[src/rtl/display_scan_controller.sv]
// display_scan_controller: scans one shared hex nibble across NUM_DIGITS
// common-anode 7-segment digits, with a blanking gap before each digit
// and frame-synchronous value updates so multi-digit numbers never tear.
module display_scan_controller #(
  parameter int unsigned NUM_DIGITS = 4,
  parameter int unsigned ON_CYC     = 50000,
  parameter int unsigned BLANK_CYC  = 500
) (
  input  logic                    clk,
  input  logic                    rst,
  input  logic                    habilitar,
  input  logic [4*NUM_DIGITS-1:0] valor,
  input  logic                    actualizar,
  input  logic                    suprimir_ceros,
  output logic [3:0]              numeroMostrar,
  output logic [NUM_DIGITS-1:0]   anodo,
  output logic                    ocupado,
  output logic                    fin_trama
);

  localparam int unsigned DATA_W  = 4 * NUM_DIGITS;
  localparam int unsigned IDX_W   = (NUM_DIGITS > 1) ? $clog2(NUM_DIGITS) : 1;
  localparam int unsigned CNT_MAX = (ON_CYC > BLANK_CYC) ? ON_CYC : BLANK_CYC;
  localparam int unsigned CNT_W   = (CNT_MAX > 1) ? $clog2(CNT_MAX) : 1;

  localparam logic [CNT_W-1:0] ON_LAST    = CNT_W'(ON_CYC - 1);
  localparam logic [CNT_W-1:0] BLANK_LAST = CNT_W'(BLANK_CYC - 1);
  localparam logic [IDX_W-1:0] IDX_LAST   = IDX_W'(NUM_DIGITS - 1);

  typedef enum logic {
    S_BLANK = 1'b0,
    S_ON    = 1'b1
  } estado_t;

  estado_t           estado, estado_n;
  logic [IDX_W-1:0]  idx, idx_n;
  logic [CNT_W-1:0]  cnt, cnt_n;
  logic [DATA_W-1:0] shadow, shadow_n;
  logic [DATA_W-1:0] pend_val, pend_val_n;
  logic              pend, pend_n;

  logic                  wrap;
  logic                  apply_upd;
  logic                  zero_run;
  logic [NUM_DIGITS-1:0] upper_zero;
  logic                  blank_digit;

  // upper_zero[i] = shadow nibbles i..NUM_DIGITS-1 are all zero
  always_comb begin
    zero_run   = 1'b1;
    upper_zero = '0;
    for (int i = int'(NUM_DIGITS) - 1; i >= 0; i--) begin
      zero_run      = zero_run & (shadow[4*i +: 4] == 4'h0);
      upper_zero[i] = zero_run;
    end
  end

  // Output decode from scan state and shadow value
  always_comb begin
    wrap          = (estado == S_ON) && (cnt == ON_LAST) && (idx == IDX_LAST);
    blank_digit   = suprimir_ceros && (idx != '0) && upper_zero[idx];
    numeroMostrar = shadow[{idx, 2'b00} +: 4];
    ocupado       = pend;
    fin_trama     = habilitar && wrap;
    anodo         = '0;
    if (habilitar && (estado == S_ON) && !blank_digit) begin
      anodo = NUM_DIGITS'(1) << idx;
    end
  end

  // Next-state: scan sequencing and update handshake
  always_comb begin
    estado_n   = estado;
    idx_n      = idx;
    cnt_n      = cnt;
    shadow_n   = shadow;
    pend_val_n = pend_val;
    pend_n     = pend;
    apply_upd  = !habilitar || wrap;

    if (!habilitar) begin
      estado_n = S_BLANK;
      idx_n    = '0;
      cnt_n    = '0;
    end else begin
      case (estado)
        S_BLANK: begin
          if (cnt == BLANK_LAST) begin
            cnt_n    = '0;
            estado_n = S_ON;
          end else begin
            cnt_n = cnt + CNT_W'(1);
          end
        end
        S_ON: begin
          if (cnt == ON_LAST) begin
            cnt_n    = '0;
            estado_n = S_BLANK;
            idx_n    = (idx == IDX_LAST) ? '0 : idx + IDX_W'(1);
          end else begin
            cnt_n = cnt + CNT_W'(1);
          end
        end
        default: begin
          estado_n = S_BLANK;
          cnt_n    = '0;
          idx_n    = '0;
        end
      endcase
    end

    // A strobe coinciding with an apply point goes straight to the display
    if (actualizar) begin
      pend_val_n = valor;
    end
    if (apply_upd && actualizar) begin
      shadow_n = valor;
      pend_n   = 1'b0;
    end else if (apply_upd && pend) begin
      shadow_n = pend_val;
      pend_n   = 1'b0;
    end else if (actualizar) begin
      pend_n = 1'b1;
    end
  end

  // State register with synchronous reset
  always_ff @(posedge clk) begin
    if (rst) begin
      estado   <= S_BLANK;
      idx      <= '0;
      cnt      <= '0;
      shadow   <= '0;
      pend_val <= '0;
      pend     <= 1'b0;
    end else begin
      estado   <= estado_n;
      idx      <= idx_n;
      cnt      <= cnt_n;
      shadow   <= shadow_n;
      pend_val <= pend_val_n;
      pend     <= pend_n;
    end
  end

endmodule

[config.mk]
export PLATFORM = sky130hd
export DESIGN_NAME = display_scan_controller
export DESIGN_NICKNAME = d
export VERILOG_FILES = /design/src/rtl/display_scan_controller.sv
export SDC_FILE = /design/constraint.sdc
export NUM_CORES = 1
export LEC_CHECK = 0
export ABC_AREA = 1
export BUFFER_PORTS_ARGS = -buffer_cell sky130_fd_sc_hd__buf_2
export CAP_MARGIN = 20
export CORE_MARGIN = 4
export CORE_UTILIZATION = 59
export CTS_CLUSTER_DIAMETER = 150
export DETAILED_ROUTE_END_ITERATION = 6
export HOLD_SLACK_MARGIN = 0.15
export PLACE_DENSITY = 0.9
export SKIP_CTS_REPAIR_TIMING = 1
export SLEW_MARGIN = 30
export SYNTH_ARGS = -nofsm -noshare
export SYNTH_HDL_FRONTEND = slang
export SYNTH_SLANG_ARGS = --single-unit
[constraint.sdc]
create_clock -name clk -period 2.8 [get_ports clk]
set_input_delay 0.42 -clock clk [delete_from_list [all_inputs] [get_ports clk]]
set_output_delay 0.42 -clock clk [all_outputs]
set_load 0.005 [all_outputs]
**Yosys cells after proc, flatten, opt, wreduce, memory -nomap -nowiden**

Index checks and enable logic that the tools add are counted.

- Shift-type cells: 2
- Reductions and logical operators: 21
- Eq/ne operators: 3
- $add $sub $neg: 2
- Mux-type cells: 12
- Bitwise logic cells: 5
- $lt $le $gt $ge: 1

Operators by type and width:

| cell | number |
|---|---|
| 16-bit two-way mux | 4 |
| 16-bit case mux with 2 select lines | 1 |
| 16-bit by 1-bit adder with 16-bit output (second input constant) | 1 |
| 16-bit equality test (second input constant) | 1 |
| 16-bit by 9-bit equality test with 1-bit output (second input constant) | 1 |
| 4-bit zero test | 4 |
| 16-bit by 5-bit indexed part select with 4-bit output | 1 |
| 1-bit logical AND | 9 |
| 4-bit two-way mux | 1 |
| 2-bit nonzero test | 2 |
| 1-bit by 2-bit left shift with 4-bit output (first input constant) | 1 |
| 1-bit bitwise AND | 3 |
| 2-bit by 3-bit < comparator with 1-bit output (second input constant) | 1 |
| 1-bit two-way mux | 3 |
| 3-bit OR reduction | 1 |
| 2-bit by 1-bit adder with 2-bit output (second input constant) | 1 |
| 1-bit binary-select mux with 2-bit select | 1 |
| 2-bit equality test (second input constant) | 1 |
| 1-bit zero test | 2 |
| 2-bit two-way mux | 1 |
| 1-bit NOT | 2 |
| 1-bit case mux with 2 select lines | 1 |
| 2-bit AND reduction | 1 |
| 2-bit OR reduction | 1 |
| 1-bit logical OR | 1 |

- Bits of input ports: 21
- Word-level logic and storage cells: 52
- Output and inout bits: 10
- Bits in registers: 52

**Logic depth before layout (Yosys ltp)**

- Depth after elaboration: 10
- Gate-level depth with buffers: 11

**Least setup slack after synthesis**

No wires, ideal clock.

- Path type: reg2out
- Start point: register idx[0]
- End point: output port anodo[0]
- Setup slack: 0.933 ns
- Data arrival time: 1.447 ns
- Stages on the path, launching flop included: 10
- Path through: dfxtp_1 -> inv_1 -> clkbuf_1 -> ha_1 -> inv_1 -> nand4_1 -> a21oi_1 -> nand2_1 -> nand3_1 -> nor2_1

- Word-level cells in the longest chain between the ends: 6
- Elaborated cells on any way between the ends: 9
- Classes of those cells: 1 x shift; 3 x mux; 5 x reduce/logical

Ends and longest elaborated chain:

| what | line | RTL |
|---|---|---|
| start: declaration | 36 | `logic [IDX_W-1:0] idx, idx_n;` |
| start signal: assignment | 138 | `idx <= idx_n;` |
| 1-bit binary-select mux with 2-bit select / 2-bit nonzero test (equally long branches) | 61 | `blank_digit = suprimir_ceros && (idx != '0) && upper_zero[idx];` |
| 1-bit two-way mux (implied by the code) / 1-bit logical AND (equally long branches) | 61 |  |
| 1-bit logical AND | 61 |  |
| 1-bit zero test | 66 | `if (habilitar && (estado == S_ON) && !blank_digit) begin` |
| 1-bit logical AND | 66 |  |
| 4-bit two-way mux (*) | 66 |  |
| end: declaration | 16 | `output logic [NUM_DIGITS-1:0] anodo,` |

Mark *: on every way between the ends. The rest lies on a longest branch, timed or not. The select of a mux whose other input is x is not followed.

**Final worst setup path**

- Start point: register idx[0]
- End point: output port anodo[1]

The elaborated chain is that of the path after synthesis.

==> parameters.txt <==
Parameter                              Value

Final layout
  Share of layout cells above drive strength 1 ... 10.9%
  Area delta synth->final ... 10.1%
  Storage cell area ... 1040 sq um
  Final std cells w/o fill ... 482
  Antenna diodes ... 0
  Multi-input gate area in the final layout ... about 1300 sq um
  Final instance area ... 2960 sq um
  Layout filler cell count ... around 400
  Post-layout nets ... between 400 and 500

Power
  Switch Pwr ... about 0.36 mW
  Power density over the cells ... 509 nW/um^2
  Clock power frac ... 37.0%
  Internal Pwr Total ... around 1.1 mW
  Sw Share ... 23.8%
  Relative contribution of combinational cells to total power ... a little over a tenth
  Post-layout power ... 1.51 mW
  Static leakage power ... 1.37 nW
  Portion of total power attributed to sequential cells ... 52.2%
  VDD IR-drop max ... 0.311 mV

Clocking
  CTS tree ... built
  Clock buffer count from CTS ... 5
  Clock Path Buffers ... 2
  Clock latency of the later-clocked register in the worst-skew pair ... a little over 300 ps
  CTS root buffer ... clkbuf_8
  Clock slew seen by the registers of the worst setup and hold paths ... approximately 90 ps
  H-tree Lvls ... 2
  Sinks on Clock Net ... between 50 and 60

Global route
  Total track usage ... 20.3%
  Pin count of the biggest net entering global routing ... 34
  Via count of the first global-routing pass ... 2248
  Antenna violations before repair ... 0
  First-pass GRT wire length ... 9030 um
  Total grt overflow ... 0

Placed design
  Number of port buffers ... 30
  Cell count after placement ... 474
  Detailed-placement wirelength estimate ... 3950 um
  Placed cell area ... 2830 sq um
  Routability congestion estimate from global placement ... 0.895

Run status
  Run status ... completed

Timing
  Max_slew headroom ... 68.6%
  Worst Max-Slew Pin Slew ... 469 ps
  Final clock period utilization by the worst path ... a little under 90%
  WHS ... 451 ps
  Final-layout setup total negative slack ... 0 ps
  Unrepaired setup endpoints after global routing ... no
  Maximum frequency from static timing analysis ... 413 MHz
  Post-Route Skew ... ~4.4 ps
  Max-slew violation count ... 0
  Finish-stage setup viols ... 0
  Fin crit period ... 2420 ps
  Final Hold Vio Count ... 0

Worst hold path
  Class of the most critical hold timing path ... flop to flop
  Startpoint of the worst hold path ... cnt[0]

Setup path
  Cell at the slowest stage of the critical path ... dfxtp_1
  Critical path launch point type ... flop
  Sequence of cells on the critical path ... inv_1 > ha_1 > inv_1 > nand4_1 > a21oi_1 > nand2_1 > nand3_1 > nor2_1 > buf_2
  Reg-to-reg setup timing slack ... 860 ps
  Largest stage delay on the critical path ... 500 ps
  Timing startpoint of the critical path ... idx[0]
  Worst reg2reg path endpoint ... shadow[4]
  Biggest fanout along the worst timing path ... 16
  Data arrival time of the worst path ... 2000 ps
  Worst setup endpoint ... anodo[1]
  Critical path endpoint category ... output port
  Cell with the most instances on the worst path ... inv_1
  Worst endpoint required time ... 2380 ps
  Path depth of the worst reg2reg path ... 8
  Source of the worst register-to-register timing path ... cnt[0]
  Path type of the worst setup path ... flop to output port

Detailed routing
  First-pass detailed-route iteration total ... 4
  Number of design-rule violations left by the first detailed-router iteration ... 122
  Vias after detailed routing ... 2444
  Remaining antenna violation count after routing ... 0
  Via count normalized by instance count ... a little over 5
  Detailed-route wire length per cell ... 11.3 um
  DRC Markers ... 0
  Routed wire length ... ~5400 um

Logic synthesis
  Post-synthesis sequential element count ... 52
  Instance count of the mapped netlist ... around 410
  Per-instance average area after synthesis ... 6.62 sq um
  Synthesis warning total ... 0
  Post-synthesis cell area ... 2690 sq um
  Post-synth net total ... 432
  Share of synthesized area occupied by flip-flops and latches ... between 30 and 40%
  Cell variety after synth ... 25

Die
  Area of the die ... 5700 sq um
  Die Span X ... approximately 75 um
  Floorplan die height ... 75.5 um
  Std cell rows ... 24
  Initial Utilization ... 61.3%
  Core region area ... 4380 sq um
  Top-Level Pins ... 31

Run
  Max-capacitance violation count ... 0
## layout make-up
cell class              instances  area share, %
clock inverters                 1           1.01
clock buffers                   7           3.26
well taps                      52           2.20
multi-input cells             266           43.8
inverters                      73           9.26
flip-flops and latches         52           35.2
repair buffers                 31           5.33
## cell usage after synthesis, drive strengths merged
| cell | instances | area (sq um) |
|---|---|---|
| xnor2 | 4 | 35.0 |
| dfxtp | 52 | 1040 |
| nor3 | 5 | 25.0 |
| nand3 | 26 | 135 |
| nor2 | 73 | 289 |
| nand3b | 1 | 7.51 |
| o21bai | 1 | 7.51 |
| nand4 | 6 | 52.6 |
| inv | 73 | 274 |
| o21ai | 23 | 115 |
| clkbuf | 7 | 26.3 |
| nor4 | 2 | 12.5 |
| ha | 5 | 62.6 |
| xor2 | 9 | 78.8 |
| nand2 | 79 | 314 |
| buf | 8 | 51.3 |
| a21oi | 32 | 160 |
## worst max-delay path, delay by kind of cell (launching register included)
kind	cells	cell delay (ps)
flops	1	500
compound gates	1	120
fa+ha+maj	1	280
buf+inv	3	460
simple gates	4	320
## worst min-delay path by stage
stage / to / cells past startpoint / slack (ps)
global route: cnt[0] / 1 / 480
global placement: cnt[0] / 1 / 430
floorplan: cnt[0] / 1 / 420
detailed placement: cnt[0] / 1 / 440
finish: cnt[0] / 1 / 450
CTS: pend_val[8] / 5 / 450
## sequential cells by signal (all words and copies together), names as in the netlist
name	cells
idx	2
pend_val	16
estado	1
ocupado	1
shadow	16
cnt	16
## logic make-up after synthesis
group           count (synthesis)  synth area share (%)
flops                          52                  38.7
compound gates                 56                  10.5
xor+xnor                       13                  4.24
buf+inv                        88                  13.1
fa+ha+maj                       5                  2.33
simple gates                  192                  31.1
## layout by cell type (no fill, tap or decap), types with 4 or more instances in the layout
cell      Yosys  routed
clkbuf_8      0       7
nand2_1      76      76
buf_2         5      30
ha_1          5       5
xor2_1        9       9
dfxtp_1      52      52
nor2_1       71      71
xnor2_1       4       4
nor3_1        5       5
nand4_1       5       5
o21ai_0      23      23
inv_1        72      72
a21oi_1      32      32
nand3_1      25      25
## power by group through the flow
stage / Combinational (mW) / Clock [mW] / Sequential [mW]
detailed placement: 0.161 / 0 / 0.803
floorplan: 0.124 / 0 / 0.798
finish: 0.163 / 0.557 / 0.786
global placement: 0.157 / 0 / 0.802
CTS: 0.163 / 0.563 / 0.786
global route: 0.187 / 0.588 / 0.789
## per-layer routing
metal / routed length [um] / share of wire [%] / vias up / track usage [%]
met5: 0 / 0 / - / 0
met4: 111 / 2.0 / 0 / 8.16
met3: 248 / 4.6 / 12 / 5.28
met2: 2790 / 51 / 54 / 37.9
met1: 2300 / 42 / 1090 / 21.5
li1: - / - / 1288 / -
## per-stage QoR
stage / setup WS [ps] / utilization [%]
2_1_floorplan: 933 / -
3_3_place_gp: 837 / 64.6
3_5_place_dp: 756 / 64.6
4_1_cts: 396 / 67.5
5_1_grt: 212 / 67.5
6_report: 380 / 67.5
No activity file was read; power rests on OpenSTA's default activity.
